## src/rtl/vga_sync_decoder_if.sv

```systemverilog
// Video timing bus from a VGA timing source: pixel enable, active-low syncs and
// the visible-pixel flag. The source drives the master side; the decoder listens.
interface vga_sync_decoder_if;
  logic pix_en;
  logic hs;
  logic vs;
  logic bright;

  modport master (output pix_en, hs, vs, bright);
  modport slave  (input  pix_en, hs, vs, bright);
endinterface

```

## src/rtl/vga_sync_decoder.sv

```systemverilog
// Decodes a VGA hs/vs/bright stream into pixel coordinates, measures line and
// frame periods, and tracks lock against the nominal H_TOTAL x V_TOTAL geometry.
module vga_sync_decoder #(
  parameter int H_TOTAL     = 800,
  parameter int V_TOTAL     = 525,
  parameter int LOCK_FRAMES = 2
) (
  input  logic                  clk,
  input  logic                  reset_n,
  vga_sync_decoder_if.slave     vid,
  output logic [9:0]            x,
  output logic [9:0]            y,
  output logic                  active,
  output logic                  frame_start,
  output logic                  locked,
  output logic [10:0]           line_len,
  output logic [9:0]            frame_lines,
  output logic [15:0]           err_count
);

  typedef enum logic [1:0] {SEARCH, MEASURE, LOCKED} state_e;

  state_e      state_q, state_d;
  logic        hs_prev_q, hs_prev_d;
  logic        vs_prev_q, vs_prev_d;
  logic [10:0] hcnt_q, hcnt_d;
  logic [9:0]  vcnt_q, vcnt_d;
  logic [10:0] line_len_q, line_len_d;
  logic [9:0]  frame_lines_q, frame_lines_d;
  logic [9:0]  x_q, x_d;
  logic [9:0]  x_next_q, x_next_d;
  logic [9:0]  y_q, y_d;
  logic        line_bright_q, line_bright_d;
  logic        active_q, active_d;
  logic        frame_start_q, frame_start_d;
  logic        hs_seen_q, hs_seen_d;
  logic        vs_seen_q, vs_seen_d;
  logic        frame_ok_q, frame_ok_d;
  logic [15:0] good_cnt_q, good_cnt_d;
  logic [15:0] err_count_q, err_count_d;

  logic        hs_fall;
  logic        vs_fall;
  logic [10:0] line_meas;
  logic [9:0]  frame_meas;
  logic        line_bad;
  logic        frame_good;
  logic [9:0]  x_base;

  assign hs_fall    = vid.pix_en & hs_prev_q & ~vid.hs;
  assign vs_fall    = vid.pix_en & vs_prev_q & ~vid.vs;
  assign line_meas  = (hcnt_q == 11'h7FF) ? 11'h7FF : hcnt_q + 11'd1;
  assign frame_meas = (vcnt_q == 10'h3FF) ? 10'h3FF : vcnt_q + 10'd1;

  // The first line after reset starts at an unknown point, so it is never judged.
  assign line_bad   = hs_fall & hs_seen_q & (line_meas != 11'(H_TOTAL));
  assign frame_good = (frame_meas == 10'(V_TOTAL)) & frame_ok_q & ~line_bad;
  assign x_base     = hs_fall ? 10'd0 : x_next_q;

  always_comb begin
    state_d       = state_q;
    hs_prev_d     = hs_prev_q;
    vs_prev_d     = vs_prev_q;
    hcnt_d        = hcnt_q;
    vcnt_d        = vcnt_q;
    line_len_d    = line_len_q;
    frame_lines_d = frame_lines_q;
    x_d           = x_q;
    x_next_d      = x_next_q;
    y_d           = y_q;
    line_bright_d = line_bright_q;
    active_d      = active_q;
    frame_start_d = 1'b0;
    hs_seen_d     = hs_seen_q;
    vs_seen_d     = vs_seen_q;
    frame_ok_d    = frame_ok_q;
    good_cnt_d    = good_cnt_q;
    err_count_d   = err_count_q;

    if (vid.pix_en) begin
      hs_prev_d = vid.hs;
      vs_prev_d = vid.vs;
      active_d  = vid.bright;

      if (hs_fall) begin
        hcnt_d     = 11'd0;
        line_len_d = line_meas;
        hs_seen_d  = 1'b1;
      end else if (hcnt_q != 11'h7FF) begin
        hcnt_d = hcnt_q + 11'd1;
      end

      // A coincident vs_fall wins over the hs_fall line increment.
      if (vs_fall) begin
        vcnt_d        = 10'd0;
        frame_lines_d = frame_meas;
        frame_start_d = 1'b1;
        vs_seen_d     = 1'b1;
        frame_ok_d    = 1'b1;
      end else begin
        if (hs_fall && vcnt_q != 10'h3FF) vcnt_d = vcnt_q + 10'd1;
        if (line_bad) frame_ok_d = 1'b0;
      end

      if (vid.bright) begin
        x_d      = x_base;
        x_next_d = (x_base == 10'h3FF) ? x_base : x_base + 10'd1;
      end else begin
        x_next_d = x_base;
        if (hs_fall) x_d = 10'd0;
      end

      // y advances only past lines that actually carried visible pixels.
      line_bright_d = hs_fall ? vid.bright : (line_bright_q | vid.bright);
      if (vs_fall) begin
        y_d = 10'd0;
      end else if (hs_fall && line_bright_q && y_q != 10'h3FF) begin
        y_d = y_q + 10'd1;
      end

      case (state_q)
        SEARCH: begin
          if (vs_fall) begin
            state_d    = MEASURE;
            good_cnt_d = 16'd0;
          end
        end
        MEASURE: begin
          if (vs_fall) begin
            if (vs_seen_q && frame_good) begin
              good_cnt_d = good_cnt_q + 16'd1;
              if (good_cnt_q + 16'd1 >= 16'(LOCK_FRAMES)) state_d = LOCKED;
            end else begin
              good_cnt_d = 16'd0;
            end
          end
        end
        LOCKED: begin
          if (line_bad || (vs_fall && vs_seen_q && !frame_good)) begin
            state_d = SEARCH;
            if (err_count_q != 16'hFFFF) err_count_d = err_count_q + 16'd1;
          end
        end
        default: state_d = SEARCH;
      endcase
    end
  end

  always_ff @(posedge clk or negedge reset_n) begin
    if (!reset_n) begin
      state_q       <= SEARCH;
      hs_prev_q     <= 1'b1;
      vs_prev_q     <= 1'b1;
      hcnt_q        <= 11'd0;
      vcnt_q        <= 10'd0;
      line_len_q    <= 11'd0;
      frame_lines_q <= 10'd0;
      x_q           <= 10'd0;
      x_next_q      <= 10'd0;
      y_q           <= 10'd0;
      line_bright_q <= 1'b0;
      active_q      <= 1'b0;
      frame_start_q <= 1'b0;
      hs_seen_q     <= 1'b0;
      vs_seen_q     <= 1'b0;
      frame_ok_q    <= 1'b1;
      good_cnt_q    <= 16'd0;
      err_count_q   <= 16'd0;
    end else begin
      state_q       <= state_d;
      hs_prev_q     <= hs_prev_d;
      vs_prev_q     <= vs_prev_d;
      hcnt_q        <= hcnt_d;
      vcnt_q        <= vcnt_d;
      line_len_q    <= line_len_d;
      frame_lines_q <= frame_lines_d;
      x_q           <= x_d;
      x_next_q      <= x_next_d;
      y_q           <= y_d;
      line_bright_q <= line_bright_d;
      active_q      <= active_d;
      frame_start_q <= frame_start_d;
      hs_seen_q     <= hs_seen_d;
      vs_seen_q     <= vs_seen_d;
      frame_ok_q    <= frame_ok_d;
      good_cnt_q    <= good_cnt_d;
      err_count_q   <= err_count_d;
    end
  end

  assign x           = x_q;
  assign y           = y_q;
  assign active      = active_q;
  assign frame_start = frame_start_q;
  assign locked      = (state_q == LOCKED);
  assign line_len    = line_len_q;
  assign frame_lines = frame_lines_q;
  assign err_count   = err_count_q;

endmodule

```

## src/flat_wrapper.sv

```systemverilog
// flat-port wrapper written by rule: the top's interface ports become plain ports
module vga_sync_decoder_flat 
#(
  parameter int H_TOTAL     = 800,
  parameter int V_TOTAL     = 525,
  parameter int LOCK_FRAMES = 2
)
  (clk, reset_n, x, y, active, frame_start, locked, line_len, frame_lines, err_count, vid_pix_en, vid_hs, vid_vs, vid_bright);
  vga_sync_decoder_if vid_i ();
  input  logic clk;
  input  logic reset_n;
  output logic [9:0] x;
  output logic [9:0] y;
  output logic active;
  output logic frame_start;
  output logic locked;
  output logic [10:0] line_len;
  output logic [9:0] frame_lines;
  output logic [15:0] err_count;
  input wire logic [$bits(vid_i.pix_en)-1:0] vid_pix_en;
  input wire logic [$bits(vid_i.hs)-1:0] vid_hs;
  input wire logic [$bits(vid_i.vs)-1:0] vid_vs;
  input wire logic [$bits(vid_i.bright)-1:0] vid_bright;
  assign vid_i.pix_en = vid_pix_en;
  assign vid_i.hs = vid_hs;
  assign vid_i.vs = vid_vs;
  assign vid_i.bright = vid_bright;
  vga_sync_decoder #(.H_TOTAL(H_TOTAL), .V_TOTAL(V_TOTAL), .LOCK_FRAMES(LOCK_FRAMES)) u_core (.clk(clk), .reset_n(reset_n), .vid(vid_i), .x(x), .y(y), .active(active), .frame_start(frame_start), .locked(locked), .line_len(line_len), .frame_lines(frame_lines), .err_count(err_count));
endmodule
```

## config.mk

```make
export PLATFORM = sky130hd
export DESIGN_NAME = vga_sync_decoder_flat
export DESIGN_NICKNAME = d
export VERILOG_FILES = /design/src/rtl/vga_sync_decoder_if.sv /design/src/rtl/vga_sync_decoder.sv /design/src/flat_wrapper.sv
export SDC_FILE = /design/constraint.sdc
export NUM_CORES = 1
export LEC_CHECK = 0
export CAP_MARGIN = 10
export CORE_ASPECT_RATIO = 0.9
export CORE_UTILIZATION = 58
export CTS_CLUSTER_DIAMETER = 150
export CTS_CLUSTER_SIZE = 28
export DETAILED_ROUTE_END_ITERATION = 12
export DONT_BUFFER_PORTS = 1
export GPL_ROUTABILITY_DRIVEN = 1
export GPL_TIMING_DRIVEN = 0
export PLACE_DENSITY = 0.76
export SYNTH_ARGS = -nofsm -noshare
export SYNTH_HDL_FRONTEND = slang
export SYNTH_SLANG_ARGS = --single-unit
```

## constraint.sdc

```tcl
create_clock -name clk -period 2.3 [get_ports clk]
set_input_delay 0.69 -clock clk [delete_from_list [all_inputs] [get_ports clk]]
set_output_delay 0.69 -clock clk [all_outputs]
set_load 0.02 [all_outputs]
```

==> results.cfg <==
[yosys]
yosysWarnings = 0
synth_top_family_by_area = simple AND/OR/NAND/NOR gates
ys_types = 58
synthAdderAreaFrac_pct = 1.48
syn_inst = 641
synthMuxAreaShare_pct = 2.12
ys_seq_area_share_pct = 48.4
async_flop_share_pct = 100
ys_ff_latch = 114
yosys.area.top_type_share_pct = 47.1
synth-edff-count = 0
synthFlopType = dfrtp_1
synth_nets = 654
synth_area_leader_cell = dfrtp_1
synthSimpleGateAreaFrac_pct = 23.2
synth_area_leaders = dfrtp_1 (47%), nand2_1 (5.3%), xnor2_1 (5.0%), nor2_1 (4.3%), a21oi_1 (3.0%)
syn_area_um2 = 5900
synth_compound_area_share_pct = 13.6
syn_avg_cell_area_um2 = 9.20
synth-xor-area-share_pct = 7.57

[global_routing]
grt-ovfl-total = 0
antenna_found_initial = 0
grt_max_degree = 115
grt_pass1_wl_mm = 24.1
grt_usage_pct = 29.4
grt_pass1_vias = 5135

[timing]
worstMarginPinSlew_ps = 668
slew_viol_final = 0
hold_viol_final = 43
rsz0062_at_grt = yes
fmax_ghz = 0.403
final.min_clock_period_ps = 2480
setup_ws_ps = -184
whs_ps = -22.3
fin_tns_setup_ps = -1770
slew_headroom_pct = 55.4
finalCritPeriodShare_pct = 108
fin_skew_ps = 9.00
finalSetupViolCount = 30

[hold_path]
holdCritPathClass = primary input to asynchronous set/reset pin

[place]
dpl.hpwl_mm = 8.84
gp_congestion = 0.873
place_area_um2 = 6190
io_buffers = 0

[outcome]
status = finished with violations
violations = negative hold slack, negative setup slack

[setup_path]
end_kind = flop
startpoint_type = flop
crit_required_ps = 2580
crit_type = flop to flop
arrival_ps = 2770
reg2regPathDepth = 9
crit_path_max_fanout = 4

[floorplan]
start_util_pct = 60.3
die_w_um = 108
coreArea_um2 = 9780
io_pins = 66
die_height_um = 97.7
die_area_um2 = 10600
rows = 34

[routing]
drt-initial-drc-count = 367
wl_per_cell_um = 18.3
vias = 5113
drt_pass1_iterations = 5
ant_nets = 0
viasPerCell = 6.21
routed_wl_mm = 15.0
drc_errors = 0

[power_and_ir_drop]
ir_drop_mv = 0.617
p_clk_share_pct = 43.0
power.internal_mw = 4.05
p_leak_nw = 3.11
combPwrFrac_pct = 12.0
finalPower_mw = 5.65
p_sw_share_pct = 28.3
seqPwrFrac_pct = 45.0
p_switching_mw = 1.60
cellPowerDensity_nw_per_um2 = 775

[layout]
fin_area_um2 = 7290
diodes = 0
finalNetCount = 697
area_delta_synth_final_pct = 23.6
utilization_pct = 74.5
drive_above_1_share_pct = 22.0

[clock_tree]
clk_path_buf_depth = 2
cts_tree = done
numCtsBuffers = 17
clk_latency_ps = 410
cts.sinks = 114
cts_max_level = 4
root_buffer = clkbuf_16
clk_pin_slew_worst_paths_ps = 50

[job]
cap_violations = 0
## cells by family (layout without fill, tap and decap cells)
kind of cell | after synthesis | after routing
AOI/OAI and AO/OA | 128 | 128
xor gates and xnor gates | 51 | 51
adders and majority gates | 7 | 7
buffers and inverters | 46 | 102
DFF | 114 | 114
muxes | 12 | 12
and+or+nand+nor | 283 | 283
## layout by cell type (no fill, tap or decap), types with 4 or more instances in the layout
master and n:
nand2_1 77, a31oi_1 12, nand2_2 4, o31ai_1 5, dfrtp_2 4, nand3_1 23
clkinv_2 7, dfrtp_1 107, a21o_1 4, nand4_1 20, o21ai_0 23, a22o_1 7
nand2b_1 9, nor3_1 9, or3_1 4, and3_1 13, o21ai_2 11, xor2_1 17
o21ai_1 5, inv_1 10, buf_4 22, buf_6 9, mux2i_1 7, a21oi_1 33
nor3_4 4, clkbuf_16 17, xnor2_1 33, nor2b_1 9, and4_1 4, nor2_1 66
nand3_2 10, clkbuf_1 18
## Yosys cell counts, types with 2 or more instances
master,instances
a21oi_1,35
nor4_1,4
o22a_1,2
inv_1,10
or3_1,4
o2bb2ai_1,5
and3_1,15
o41ai_1,2
or2_2,3
nand2b_1,9
o211ai_1,2
nand4_1,20
clkbuf_1,25
dfstp_2,3
xor2_1,17
ha_1,7
dfrtp_1,111
o21ai_0,30
nor2_1,68
nand3b_1,2
and4_1,5
a21o_1,4
o31ai_1,6
o21ai_1,9
nand2_1,83
nor3_1,13
a31oi_1,15
a22o_1,7
buf_1,3
nand3_1,35
buf_6,4
mux2i_1,8
nor2b_1,9
a31o_2,2
and2_1,5
xnor2_1,34
mux2_2,4
## final cells by class
class                   count  area (µm²)
well taps                 126         158
clock buffers              21         460
fillers                   639        2490
multi-input cells         481        3240
inverters                  11        41.3
repair buffers             29         260
clock inverters            11        87.6
plain buffers              30         185
flip-flops and latches    114        2860
## through the flow
step           worst slack, ps  instances
2_1_floorplan             -121        641
3_3_place_gp              -420        767
3_5_place_dp              -487        767
4_1_cts                   -172        812
5_1_grt                   -244        823
6_report                  -184        823
## path summary, 6_finish.rpt
kind / startpoint / to / slack [ps]
min in group clk: vid_bright / u_core.x_next_q[7] / 420
setup reg to reg: u_core.hcnt_q[0] / u_core.state_q[0] / -180
hold reg to reg: u_core.frame_ok_q / u_core.frame_ok_q / 480
setup / recovery: u_core.hcnt_q[0] / u_core.state_q[0] / -180
max in group asynchronous: reset_n / u_core.hs_prev_q / 2070
hold / removal: reset_n / u_core.frame_start / -20
## routing by layer
| metal | wire length (µm) | part of all wire, % | GRT usage (%) | up-vias |
|---|---|---|---|---|
| met5 | 0 | 0 | 0 | - |
| met4 | 426 | 2.8 | 13.8 | 0 |
| met3 | 1060 | 7.1 | 7.38 | 47 |
| met2 | 7430 | 49 | 47.2 | 211 |
| met1 | 6130 | 41 | 37.1 | 2514 |
| li1 | - | - | - | 2341 |
## power by group through the flow
stage / clock network [mW] / registers [mW] / logic [mW]
floorplan: 0 / 2.52 / 0.420
global placement: 0 / 2.56 / 0.489
detailed placement: 0 / 2.58 / 0.509
CTS: 2.44 / 2.54 / 0.636
global route: 2.54 / 2.57 / 0.750
finish: 2.43 / 2.54 / 0.677
## registers in the layout (all words and copies together), names as in the netlist, 2 cells and up
register and flops:
u_core.err_count 16, u_core.good_cnt_q 16, u_core.hcnt_q 11, u_core.line_len 11
u_core.frame_lines 10, u_core.vcnt_q 10, u_core.x 10, u_core.x_next_q 10
u_core.y 10, u_core.state_q 2
## worst max-delay path: stages, from the launching register on
cell and delay (ps):
dfrtp_2 430, ha_4 170, and3_4 170, or3_4 330
a2111oi_4 300, buf_4 200, a31o_4 200, a21o_1 170
nand2_2 70, mux2_4 310
## timing repair
item / 4_1_cts / 5_1_grt
setup buffers: 12 / 15
gates resized for setup: 41 / 46
endpoints found under the hold margin: 111 / 111
pin swaps: 22 / 35
cloned: 3 / 0
setup endpoints to repair: 52 / 64
(Power assumes the default switching activity.)
